**src/rtl/dmem_arb_pkg.sv**
```systemverilog
// dmem_arb_pkg: shared types and defaults for the data-memory arbiter.
// Tie policy of the picker is selected by DMEM_ARB_RR_EN.
package dmem_arb_pkg;

  typedef enum logic [1:0] {
    IDLE,
    ACCESS,
    WAIT,
    DONE
  } arb_state_t;

  typedef enum logic {
    OWN_CPU,
    OWN_LDR
  } arb_owner_t;

  localparam int ADDR_W_DEF   = 64;
  localparam int DATA_W_DEF   = 64;
  localparam int READ_LAT_DEF = 1;

  // Counter only ever holds READ_LAT-1
  function automatic int cntWidth(input int lat);
    return (lat > 1) ? $clog2(lat) : 1;
  endfunction

  function automatic arb_owner_t otherOwner(input arb_owner_t o);
    return (o == OWN_CPU) ? OWN_LDR : OWN_CPU;
  endfunction

endpackage

```
**src/rtl/dmem_arb_pick.sv**
```systemverilog
// dmem_arb_pick: combinational two-way picker for the data-memory arbiter.
// DMEM_ARB_RR_EN defined: ties go to prio; undefined: CPU always wins ties.
module dmem_arb_pick
  import dmem_arb_pkg::*;
(
`ifdef DMEM_ARB_RR_EN
  input  arb_owner_t prio,
`endif
  input  logic       cReq,
  input  logic       lReq,
  output arb_owner_t winner
);

  always_comb begin
    winner = OWN_CPU;
`ifdef DMEM_ARB_RR_EN
    if (cReq && lReq) begin
      winner = prio;
    end else if (lReq) begin
      winner = OWN_LDR;
    end
`else
    if (lReq && !cReq) begin
      winner = OWN_LDR;
    end
`endif
  end

endmodule

```
**src/rtl/dmem_arbiter.sv**
```systemverilog
// dmem_arbiter: shares the single-port data memory between CPU and loader.
// Optional DMEM_ARB_RR_EN selects round-robin ties instead of CPU priority.
module dmem_arbiter
  import dmem_arb_pkg::*;
#(
  parameter int ADDR_W   = ADDR_W_DEF,
  parameter int DATA_W   = DATA_W_DEF,
  parameter int READ_LAT = READ_LAT_DEF
) (
  input  logic              clk,
  input  logic              Reset,
  input  logic              c_req,
  input  logic              c_we,
  input  logic [ADDR_W-1:0] c_addr,
  input  logic [DATA_W-1:0] c_wdata,
  output logic [DATA_W-1:0] c_rdata,
  output logic              c_done,
  input  logic              l_req,
  input  logic              l_we,
  input  logic [ADDR_W-1:0] l_addr,
  input  logic [DATA_W-1:0] l_wdata,
  output logic [DATA_W-1:0] l_rdata,
  output logic              l_done,
  output logic [ADDR_W-1:0] mem_addr,
  output logic [DATA_W-1:0] mem_wdata,
  output logic              mem_wr,
  input  logic [DATA_W-1:0] mem_rdata,
  output logic              busy
);

  localparam int CNT_W = cntWidth(READ_LAT);
  localparam logic [CNT_W-1:0] LAT_LOAD = CNT_W'(READ_LAT - 1);

  arb_state_t       state;
  arb_owner_t       owner;
  arb_owner_t       winner;
  logic             curWe;
  logic [CNT_W-1:0] latCnt;
  logic             anyReq;

  assign anyReq = c_req | l_req;

`ifdef DMEM_ARB_RR_EN
  arb_owner_t rrPtr;

  dmem_arb_pick uPick (
    .prio   (rrPtr),
    .cReq   (c_req),
    .lReq   (l_req),
    .winner (winner)
  );

  // rrPtr names the port that wins the next tie
  always_ff @(posedge clk or posedge Reset) begin
    if (Reset) begin
      rrPtr <= OWN_CPU;
    end else if (state == IDLE && anyReq) begin
      rrPtr <= otherOwner(winner);
    end
  end
`else
  dmem_arb_pick uPick (
    .cReq   (c_req),
    .lReq   (l_req),
    .winner (winner)
  );
`endif

  always_ff @(posedge clk or posedge Reset) begin
    if (Reset) begin
      state     <= IDLE;
      owner     <= OWN_CPU;
      curWe     <= 1'b0;
      latCnt    <= '0;
      mem_addr  <= '0;
      mem_wdata <= '0;
      mem_wr    <= 1'b0;
      busy      <= 1'b0;
      c_rdata   <= '0;
      l_rdata   <= '0;
      c_done    <= 1'b0;
      l_done    <= 1'b0;
    end else begin
      unique case (state)
        IDLE: begin
          if (anyReq) begin
            state <= ACCESS;
            busy  <= 1'b1;
            owner <= winner;
            if (winner == OWN_CPU) begin
              curWe     <= c_we;
              mem_addr  <= c_addr;
              mem_wdata <= c_wdata;
              mem_wr    <= c_we;
            end else begin
              curWe     <= l_we;
              mem_addr  <= l_addr;
              mem_wdata <= l_wdata;
              mem_wr    <= l_we;
            end
          end
        end
        ACCESS: begin
          mem_wr <= 1'b0;
          if (curWe) begin
            state <= DONE;
            if (owner == OWN_CPU) c_done <= 1'b1;
            else                  l_done <= 1'b1;
          end else begin
            state  <= WAIT;
            latCnt <= LAT_LOAD;
          end
        end
        WAIT: begin
          if (latCnt == '0) begin
            state <= DONE;
            if (owner == OWN_CPU) begin
              c_rdata <= mem_rdata;
              c_done  <= 1'b1;
            end else begin
              l_rdata <= mem_rdata;
              l_done  <= 1'b1;
            end
          end else begin
            latCnt <= latCnt - CNT_W'(1);
          end
        end
        DONE: begin
          state  <= IDLE;
          busy   <= 1'b0;
          c_done <= 1'b0;
          l_done <= 1'b0;
        end
        default: state <= IDLE;
      endcase
    end
  end

endmodule

```
**config.mk**
```make
export PLATFORM = sky130hd
export DESIGN_NAME = dmem_arbiter
export DESIGN_NICKNAME = d
export VERILOG_FILES = /design/src/rtl/dmem_arb_pkg.sv /design/src/rtl/dmem_arb_pick.sv /design/src/rtl/dmem_arbiter.sv
export SDC_FILE = /design/constraint.sdc
export NUM_CORES = 1
export LEC_CHECK = 0
export CAP_MARGIN = 20
export CORE_AREA = 2 2 228 230
export CTS_BUF_LIST = sky130_fd_sc_hd__clkbuf_8
export DETAILED_ROUTE_END_ITERATION = 8
export DIE_AREA = 0 0 230 232
export SLEW_MARGIN = 5
export SYNTH_ARGS = -nofsm -noshare
export SYNTH_HDL_FRONTEND = slang
export SYNTH_SLANG_ARGS = --single-unit
```
**constraint.sdc**
```tcl
create_clock -name clk -period 11.7 [get_ports clk]
set_input_delay 2.34 -clock clk [delete_from_list [all_inputs] [get_ports clk]]
set_output_delay 2.34 -clock clk [all_outputs]
set_load 0.005 [all_outputs]
```
Word-level counts from Yosys, hierarchy flattened
Cells that the tools add are included.
{ "classes": {"addsub": 1, "eq_ne": 7, "muxes": 23, "bitwise": 3, "n_reduce_logical": 15} }
{ "op_table": {"columns": ["cell", "n"], "rows": [
  ["$mux 64", 2],
  ["$mux 1", 13],
  ["$reduce_and 2->1", 5],
  ["$reduce_and 3->1", 3],
  ["$ne 2x2->1 const B", 4],
  ["$pmux 2 s4", 1],
  ["$pmux 1 s2", 3],
  ["$pmux 1 s3", 2],
  ["$reduce_bool 2->1", 3],
  ["$eq 2x2->1 const B", 2],
  ["$mux 2", 2],
  ["$reduce_bool 3->1", 1],
  ["$eq 2x1->1 const B", 1],
  ["$logic_not 2->1", 1],
  ["$not 1->1", 2],
  ["$logic_and 1x1->1", 1],
  ["$logic_not 1->1", 1],
  ["$or 1x1->1", 1],
  ["$sub 1x1->1 const B", 1]
]} }
{ "totals": {"reg_bits": 265, "out_inout_bits": 260} }

Longest topological paths before layout
Gate-level depths: netlist of the first run.
{ "logic_depth": {"depth_word": 6, "ltp_mapped": 8} }

By module
Synthesis of the first run repeated with hierarchy kept, for this count alone.
{ "unflattened": {"hier_cells": 869, "area_unflattened_um2": 11121.9} }
{ "by_module_without_submodules": {"columns": ["mod", "instances", "cells_each", "area_per_inst_um2"], "rows": [
  ["dmem_arbiter", 1, 868, 11108.2],
  ["dmem_arb_pick", 1, 1, 13.8]
]} }

Least setup slack after synthesis of the first run
OpenSTA, ideal clock, no wires.
{ "synth_timing": {"kind": "input port to flip-flop", "startpoint": "input c_req", "endpoint": "register mem_addr[13]", "setup_ns": 0.132, "t_arrival_ns": 3.094, "required_ns": 11.568, "path_slack_ns": 8.474, "cell_stages": 6, "n_path_buf": 3, "cell_sequence": "nand2b_1 -> buf_4 -> buf_12 -> buf_12 -> mux2i_1 -> o21ai_1"} }
{ "synth_via": {"elab_chain_cells": 4, "word_cells_on_any_way": 6, "classes_between": "2 x mux; 1 x bitwise; 3 x reduce/logical"} }
{ "synth_rtl": {"columns": ["element", "line", "text"], "rows": [
  ["start: declaration", "dmem_arbiter.sv:12", "input logic c_req,"],
  ["$logic_not 1->1", "dmem_arb_pick.sv:23", "if (lReq && !cReq) begin"],
  ["$logic_and 1x1->1", "dmem_arb_pick.sv:23", null],
  ["$mux 1", "dmem_arb_pick.sv:23", null],
  ["$mux 64", "dmem_arbiter.sv:90", "if (winner == OWN_CPU) begin"],
  ["end signal: assignment", "dmem_arbiter.sv:92", "mem_addr <= c_addr;"],
  ["end signal: assignment", "dmem_arbiter.sv:97", "mem_addr <= l_addr;"],
  ["end: declaration", "dmem_arbiter.sv:24", "output logic [ADDR_W-1:0] mem_addr,"]
]} }
Parallel ways exist; a longest one is shown, timed or not.
A chain may end at the register's enable or synchronous reset.

Worst setup path in the final report of the first run
{ "layout_timing": {"startpoint": "input c_req", "endpoint": "register mem_addr[40]"} }
The elaborated chain is that of the path after synthesis.

==> impl_metrics.json, run 1 <==
{
  "drt_iter0_markers": 272,
  "grt_pass1_vias": 9163,
  "crit_end": "mem_addr[40]",
  "syn_inst": 872,
  "slew_headroom": 0.322,
  "layout-drive-gt1-share": 0.142,
  "cts_buffers": 47,
  "finalSetupViolCount": 0,
  "initial_core_util": 0.219,
  "reg2reg_slack_ps": 8880,
  "r2r-end": "mem_addr[43]",
  "cts-root-buf": "clkbuf_8",
  "finalHoldViolCount": 0,
  "clk_path_buf_depth": 3,
  "grt.total_usage": 0.132,
  "fin_util": 0.363,
  "irDropWorstVdd_uv": 102,
  "fmax_mhz": 193,
  "dpl.cell_count": 2091,
  "multi_input_area_sq_um": 4080,
  "p_leak_nw": 8.22,
  "portBuffers": 585,
  "r2r_cells": 6,
  "endpoint_kind": "register",
  "max_cap_viol_count": 0,
  "overflow": 0,
  "clkSinkCount": 264,
  "crit_fanout": 56,
  "yosysUniqueCellTypes": 25,
  "powerDensity_nw_per_um2": 240,
  "path_class": "input port to register",
  "clk_pin_slew_ps": 60,
  "layout.nets": 1792,
  "wl_per_cell_um": 16.8,
  "hp-class": "register to register",
  "final_cell_mix": "clkdlybuf4s50_1 (585), dfrtp_1 (264), nand2_1 (130), mux2i_1 (128), mux2_2 (128)",
  "grt_max_degree": 134,
  "status": "finished clean",
  "dieArea_sq_um": 53400,
  "r2r-start": "state[0]",
  "std_cell_rows": 83,
  "dr.pass1.iters": 4,
  "synth-seq-cells": 264,
  "critPathArrivalTime_ps": 5620,
  "power_mw": 4.42,
  "period_minus_slack_ps": 5180,
  "finalSetupTns_ps": 0,
  "core_sq_um": 50900,
  "max_slew.worst_pin.slew_ps": 1020,
  "final_common_cell": "clkdlybuf4s50_1",
  "netlist_area_sq_um": 11200,
  "io_pins": 586,
  "period_share": 0.443,
  "via_per_inst": 4.04,
  "clk_latency_ps": 610,
  "seq_area_sq_um": 6610,
  "finClkSkew_ps": 27.6,
  "cts_setup_buffers": 0,
  "final_cell_count_no_fill": 2171,
  "antenna_found_initial": 4,
  "grt_pass1_wl_mm": 54.6,
  "num_vias": 8769,
  "cts_hold_buf": 0,
  "cp-startpoint": "c_req",
  "crit_required_ps": 12140,
  "routabilityCongestion": 0.805,
  "setup_slack_ps": 6520,
  "yosys_warnings": 0,
  "wl_mm": 36.4,
  "start_kind": "input port",
  "syn_nets": 1203,
  "maxSlewViolCount": 0,
  "cts.repair.resized": 0,
  "cts_tree": "built",
  "drtAntennaViolNets": 0,
  "dp_hpwl_mm": 27.3,
  "drc": 0,
  "syn_avg_cell_area_sq_um": 12.8,
  "area_growth_pct": 65.3,
  "rsz0062_at_grt": "no",
  "die_w_um": 230,
  "ys_seq_area_frac": 0.592,
  "diodes": 0,
  "ctsHtreeMaxLevel": 2,
  "place_ws_ps": 5900,
  "chipHeight_um": 232,
  "fillers": 5081
}
layer usage:
layer,vias up,track usage,part of all wire
met5,-,0,0.0012
met4,8,0.0381,0.022
met3,59,0.0555,0.10
met2,384,0.232,0.50
met1,4107,0.145,0.38
li1,4211,-,-
synth_stat cells:
cell / count / share of area
dfrtp_1: 264 / 0.59
nand2_1: 132 / 0.044
mux2_2: 128 / 0.13
mux2i_1: 128 / 0.11
o21ai_1: 120 / 0.054
buf_2: 24 / 0.011
clkbuf_1: 12 / 0.0040
buf_12: 11 / 0.020
o21ai_0: 10 / 0.0045
inv_1: 9 / 0.0030
a21oi_1: 7 / 0.0031
buf_4: 6 / 0.0040
ha_1: 5 / 0.0056
a22oi_1: 2 / 0.0013
a31oi_1: 2 / 0.0011
nand2b_1: 2 / 0.0011
o31ai_1: 2 / 0.0013
a211oi_1: 1 / 0.00067
buf_6: 1 / 0.0010
buf_8: 1 / 0.0013
nor2_1: 1 / 0.00034
o21ai_2: 1 / 0.00078
o22ai_1: 1 / 0.00056
or2_2: 1 / 0.00056
or3b_2: 1 / 0.00078
how the worst min path moves through the flow:
stage | startpoint | end | slack, ps | depth (start not counted)
after floorplan | mem_addr[0] | mem_addr[0] | 470 | 2
after CTS | mem_addr[0] | mem_addr[0] | 480 | 2
final | mem_wdata[19] | mem_wdata[19] | 480 | 2
after global routing | mem_addr[0] | mem_addr[0] | 500 | 2
after detailed placement | mem_addr[0] | mem_addr[0] | 470 | 2
after global placement | mem_wdata[60] | mem_wdata[60] | 470 | 2
logic make-up after synthesis:
group,share of synthesized area
flops,0.592
mux,0.244
compound gates,0.0673
simple gates,0.0472
buf+inv,0.0440
fa+ha+maj,0.00561
report_power, final:
part	switching, mW	internal [mW]	leakage (nW)
clock network	0.389	0.453	0.517
registers	0.236	1.38	3.17
logic	0.739	1.23	4.54
final cells by class:
type                    count  area share
clock buffers              59      0.0440
clock inverters            20     0.00556
inverters                   9     0.00224
multi-input cells         544       0.221
flip-flops and latches    264       0.358
well taps                 680      0.0461
repair buffers            595       0.323
worst max-delay path, cell delays in order:
cell and delay [ps]:
clkdlybuf4s50_1 620, nand2b_4 810, buf_4 500, buf_4 820, mux2i_1 290, o21ai_1 80
stage by stage:
step                      hold slack (ps)  area, sq um
after floorplan                       473        11200
after global placement                466        17500
after detailed placement              470        17500
after CTS                             483        18400
after global routing                  499        18400
final                                 478        18400
flip-flops by register name (all words and copies together) (netlist names):
signal and flops:
c_rdata 64, l_rdata 64, mem_addr 64, mem_wdata 64, state 2, busy 1
c_done 1, curWe 1, l_done 1, mem_wr 1, owner 1
No activity file was read; power rests on OpenSTA's default activity.
==> run 2, diff against run 1 <==
--- a/config.mk
+++ b/config.mk
@@ -6,10 +6,10 @@
 export NUM_CORES = 1
 export LEC_CHECK = 0
 export CAP_MARGIN = 20
-export CORE_AREA = 2 2 228 230
+export CORE_AREA = 2 2 230 232
 export CTS_BUF_LIST = sky130_fd_sc_hd__clkbuf_8
 export DETAILED_ROUTE_END_ITERATION = 8
-export DIE_AREA = 0 0 230 232
+export DIE_AREA = 0 0 232 234
 export SLEW_MARGIN = 5
 export SYNTH_ARGS = -nofsm -noshare
 export SYNTH_HDL_FRONTEND = slang
==> constraint.sdc (replaced) <==
create_clock -name clk -period 4.3 [get_ports clk]
set_input_delay 0.86 -clock clk [delete_from_list [all_inputs] [get_ports clk]]
set_output_delay 0.86 -clock clk [all_outputs]
set_load 0.005 [all_outputs]
==> run 2 against run 1 <==
  * Global-route usage fell by 0.41 points
  * Sequential share of layout area fell by 0.51 points
  * Die area rose by 1.7%
  * Critical path depth fell by 1
  * Non-clock buffer count rose by 19
  * First-iteration DRC count fell by 1.1%
  * Core utilization fell by 0.28 points
  * Largest cell class unchanged
==> impl_metrics.json, run 2 (same netlist as run 1, synthesis figures left out) <==
{
  "endpoint_kind": "register",
  "final_common_cell": "clkdlybuf4s50_1",
  "fin_area_sq_um": 18700,
  "wl_met3_mm": 3.96,
  "chipHeight_um": 234,
  "std_cell_rows": 84,
  "cts_buffers": 49,
  "cp_num_buf_inv": 2,
  "layout.nets": 1813,
  "finClkSkew_ps": 10.8,
  "max_slew.worst_pin.slew_ps": 975,
  "combPwrFrac": 0.439,
  "critPathArrivalTime_ps": 2980,
  "die_w_um": 232,
  "path_class": "input port to register",
  "slowest_stage": "o21ai_4",
  "clk_path_buf_depth": 3,
  "clockPowerShare": 0.200,
  "place_area_sq_um": 17700,
  "dieArea_sq_um": 54300,
  "wl_met2_mm": 17.9,
  "final_cell_mix": "clkdlybuf4s50_1 (585), dfrtp_1 (264), nand2_1 (130), mux2i_1 (128), mux2_2 (128)",
  "reg2reg_slack_ps": 2190,
  "finalHoldViolCount": 0,
  "status": "finished clean",
  "rsz0062_at_grt": "no",
  "initial_core_util": 0.215,
  "cts.repair.resized": 0,
  "maxSlewViolCount": 0,
  "overflow": 0,
  "seqPwrFrac": 0.361,
  "dr.pass1.iters": 4,
  "top_layer": "met4",
  "clk_pin_slew_ps": 60,
  "irDropWorstVdd_uv": 223,
  "area_growth_pct": 67.7,
  "cts-root-buf": "clkbuf_8",
  "hp-class": "register to register",
  "routabilityCongestion": 0.768,
  "internal_power_mw": 8.52,
  "antenna_found_initial": 0,
  "max_stage_delay_ps": 630,
  "grt_pass1_vias": 9412,
  "cts_hold_buf": 0,
  "clkSinkCount": 264,
  "drt_iter0_markers": 269,
  "finalSetupTns_ps": 0,
  "via_per_inst": 4.04,
  "clk_latency_ps": 580,
  "grt_pass1_wl_mm": 54.0,
  "core_sq_um": 52000,
  "fmax_mhz": 403,
  "max_cap_viol_count": 0,
  "p_leak_nw": 8.39,
  "dp_hpwl_mm": 27.6,
  "start_kind": "input port",
  "fin_util": 0.360,
  "diodes": 0,
  "power_mw": 12.2,
  "period_minus_slack_ps": 2480,
  "p_sw_mw": 3.71,
  "slew_headroom": 0.350,
  "num_vias": 8920,
  "finalSetupViolCount": 0,
  "cpLargestDelayFamily": "buffers and inverters",
  "drtAntennaViolNets": 0,
  "layout-drive-gt1-share": 0.152,
  "met1_length_mm": 13.5,
  "powerDensity_nw_per_um2": 654,
  "grt_max_degree": 151,
  "drc": 0,
  "crit_required_ps": 4800,
  "cts_setup_buffers": 0,
  "ctsHtreeMaxLevel": 2,
  "cp_cell_sequence": "clkdlybuf4s50_1, o21ai_4, buf_12, nand2_1, o21ai_1",
  "io_pins": 586,
  "cts_tree": "built",
  "period_share": 0.577,
  "crit_fanout": 150,
  "wl_per_cell_um": 16.4,
  "portBuffers": 585,
  "fillers": 5159,
  "grt.total_usage": 0.128,
  "wl_mm": 36.1,
  "switching_share": 0.304,
  "multi_input_area_sq_um": 4080,
  "seq_area_sq_um": 6610
}
## run 2: cell count changes in the layout (fill, tap and decap cells not counted), sizes merged
cell      delta
buf         +19
inv          +5
clkinv       +4
bufinv       +3
clkbuf       -2
clkinvlp     -1
## run 2: routing by layer
layer,global-route usage,vias up
met5,0,-
met4,0.0361,0
met3,0.0561,55
met2,0.224,395
met1,0.140,4213
li1,-,4257
## run 2: layout make-up
cell class | instances | share of cell area
Clock buffer | 57 | 0.0419
Inverter | 9 | 0.00201
Timing Repair Buffer | 614 | 0.328
Sequential cell | 264 | 0.353
Clock inverter | 31 | 0.0111
Multi-Input combinational cell | 544 | 0.218
Tap cell | 688 | 0.0460
## run 2: worst register-to-register path: stages (launching register included)
cell and delay, ps:
dfrtp_1 390, inv_1 110, ha_1 240, nand2_2 60, buf_4 660, mux2_2 540
## run 2: final timing paths
| path | startpoint | endpoint | cells past startpoint |
|---|---|---|---|
| max in group asynchronous | Reset | l_rdata[11] | 3 |
| worst max-delay path | l_req | mem_addr[41] | 5 |
| worst min-delay path | mem_addr[32] | mem_addr[32] | 2 |
| min in group asynchronous | Reset | c_rdata[51] | 2 |
| worst min register to register | mem_addr[32] | mem_addr[32] | 2 |
| worst max register to register | state[0] | c_rdata[34] | 5 |
## run 2: power by group through the flow
| stage | clock network (mW) | logic, mW | registers (mW) |
|---|---|---|---|
| after floorplan | 0 | 1.99 | 4.48 |
| after global placement | 0 | 5.40 | 4.40 |
| after detailed placement | 0 | 5.47 | 4.45 |
| after CTS | 2.56 | 5.48 | 4.43 |
| after global routing | 2.68 | 5.86 | 4.58 |
| final | 2.44 | 5.37 | 4.41 |
## run 2: stage by stage
step / hold WS, ps / setup slack (ps) / std cells
2_1_floorplan: 473 / -43.5 / 872
3_3_place_gp: 462 / 1330 / 2119
3_5_place_dp: 471 / 1260 / 2119
4_1_cts: 484 / 1720 / 2207
5_1_grt: 503 / 1660 / 2207
6_report: 480 / 1820 / 2207
==> run 3, diff against run 2 <==
--- a/config.mk
+++ b/config.mk
@@ -6,10 +6,10 @@
 export NUM_CORES = 1
 export LEC_CHECK = 0
 export CAP_MARGIN = 20
-export CORE_AREA = 2 2 230 232
+export CORE_AREA = 2 2 228 230
 export CTS_BUF_LIST = sky130_fd_sc_hd__clkbuf_8
 export DETAILED_ROUTE_END_ITERATION = 8
-export DIE_AREA = 0 0 232 234
+export DIE_AREA = 0 0 230 232
 export SLEW_MARGIN = 5
 export SYNTH_ARGS = -nofsm -noshare
 export SYNTH_HDL_FRONTEND = slang
==> constraint.sdc (replaced) <==
create_clock -name clk -period 2.6 [get_ports clk]
set_input_delay 0.52 -clock clk [delete_from_list [all_inputs] [get_ports clk]]
set_output_delay 0.52 -clock clk [all_outputs]
set_load 0.005 [all_outputs]
==> run 3 against run 2 <==
  * Via count rose by 1.1%
  * Clock-buffer cell count rose by 5
  * Core utilization rose by 1.4 points
  * Clock power rose by 62%
  * Wire length rose by 1.9%
  * Largest power group unchanged
==> impl_metrics.json, run 3 (same netlist as run 1, synthesis figures left out) <==
{
  "final_common_cell": "clkdlybuf4s50_1",
  "final_cell_mix": "clkdlybuf4s50_1 (585), dfrtp_1 (264), nand2_1 (130), mux2i_1 (128), mux2_2 (128)",
  "clk_latency_ps": 590,
  "layout.nets": 1835,
  "place_ws_ps": 374,
  "cts_hold_buf": 0,
  "start_kind": "register",
  "internal_power_mw": 14.3,
  "period_minus_slack_ps": 2050,
  "initial_core_util": 0.219,
  "io_pins": 586,
  "max_stage_delay_ps": 530,
  "dp_hpwl_mm": 28.6,
  "fmax_mhz": 488,
  "met1_length_mm": 14.1,
  "drt_iter0_markers": 249,
  "num_vias": 9019,
  "max_slew.worst_pin.slew_ps": 562,
  "finalSetupTns_ps": 0,
  "maxSlewViolCount": 0,
  "finClkSkew_ps": 16.7,
  "dieArea_sq_um": 53400,
  "top_layer": "met4",
  "cp_num_buf_inv": 1,
  "area_growth_pct": 70.4,
  "clk_pin_slew_ps": 60,
  "portBuffers": 585,
  "powerDensity_nw_per_um2": 1080,
  "cts.repair.resized": 0,
  "wl_per_cell_um": 16.6,
  "hp-class": "input port to asynchronous set/reset pin",
  "power_mw": 20.4,
  "cts-root-buf": "clkbuf_8",
  "slowest_stage": "clkdlybuf4s50_1",
  "fin_area_sq_um": 19000,
  "path_class": "register to primary output",
  "status": "finished clean",
  "wl_mm": 36.8,
  "r2r_cells": 5,
  "grt_max_degree": 71,
  "layout-drive-gt1-share": 0.166,
  "chipHeight_um": 232,
  "place_area_sq_um": 18000,
  "cts_setup_buffers": 0,
  "p_sw_mw": 6.18,
  "endpoint_kind": "primary output",
  "drtAntennaViolNets": 0,
  "period_share": 0.789,
  "dr.pass1.iters": 4,
  "drc": 0,
  "seqPwrFrac": 0.357,
  "p_leak_nw": 8.53,
  "fillers": 5019,
  "rsz0062_at_grt": "no",
  "clk_path_buf_depth": 3,
  "r2r-start": "state[0]",
  "std_cell_rows": 83,
  "antenna_found_initial": 1,
  "grt.total_usage": 0.133,
  "cpLargestDelayFamily": "buffers and inverters",
  "grt_pass1_vias": 9580,
  "finalHoldViolCount": 0,
  "seq_area_sq_um": 6610,
  "critPathArrivalTime_ps": 1530,
  "clkSinkCount": 264,
  "die_w_um": 230,
  "max_cap_viol_count": 0,
  "irDropWorstVdd_uv": 450,
  "via_per_inst": 4.07,
  "multi_input_area_sq_um": 4080,
  "r2r-end": "l_rdata[51]",
  "clockPowerShare": 0.194,
  "routabilityCongestion": 0.783,
  "combPwrFrac": 0.450,
  "cts_tree": "built",
  "switching_share": 0.303,
  "cts_buffers": 47,
  "ctsHtreeMaxLevel": 2,
  "overflow": 0,
  "setup_slack_ps": 550,
  "crit_required_ps": 2080,
  "wl_met2_mm": 18.6,
  "slew_headroom": 0.624,
  "core_sq_um": 50900,
  "reg2reg_slack_ps": 620,
  "crit_fanout": 2,
  "cp_cell_sequence": "clkdlybuf4s50_1",
  "wl_met3_mm": 3.14,
  "grt_pass1_wl_mm": 55.3,
  "finalSetupViolCount": 0
}
-- run 3: final cells by class --
cell class,count,share of cell area
Clock inverter,20,0.00592
Multi-Input combinational cell,544,0.215
Antenna cell,1,0.000132
Tap cell,680,0.0448
Sequential cell,264,0.347
Inverter,9,0.00197
Clock buffer,62,0.0449
Timing Repair Buffer,638,0.340
-- run 3: how the worst max path moves through the flow --
| stage | slack (ps) | from | endpoint | depth (start not counted) |
|---|---|---|---|---|
| after floorplan | -1400 | Reset | busy | 1 |
| after global placement | 410 | l_req | mem_addr[57] | 6 |
| after detailed placement | 370 | l_req | mem_addr[61] | 6 |
| after CTS | 460 | mem_addr[25] | mem_addr[25] | 1 |
| after global routing | 460 | mem_addr[25] | mem_addr[25] | 1 |
| final | 550 | mem_addr[25] | mem_addr[25] | 1 |
-- run 3: metal layers --
metal  GRT usage  vias to the layer above
li1            -                     4300
met1       0.148                     4265
met2       0.237                      392
met3      0.0465                       62
met4      0.0433                        0
met5           0                        -
-- run 3: worst register-to-register path, stage by stage, from the launching register on --
cell	delay (ps)
dfrtp_1	400
inv_1	110
ha_1	250
nand2_2	410
buf_12	300
mux2_2	380
-- run 3: power groups by stage --
stage | logic (mW) | registers, mW | clock network (mW)
2_1_floorplan | 3.29 | 7.41 | 0
3_3_place_gp | 9.27 | 7.25 | 0
3_5_place_dp | 9.36 | 7.35 | 0
4_1_cts | 9.38 | 7.31 | 4.14
5_1_grt | 9.98 | 7.55 | 4.32
6_report | 9.20 | 7.29 | 3.96
-- run 3: metrics by stage --
stage / utilization / instances / hold slack [ps]
global route: 0.374 / 2217 / 260
detailed placement: 0.355 / 2135 / 470
CTS: 0.374 / 2217 / 200
global placement: 0.355 / 2135 / 467
floorplan: - / 872 / 473
finish: 0.374 / 2218 / 258
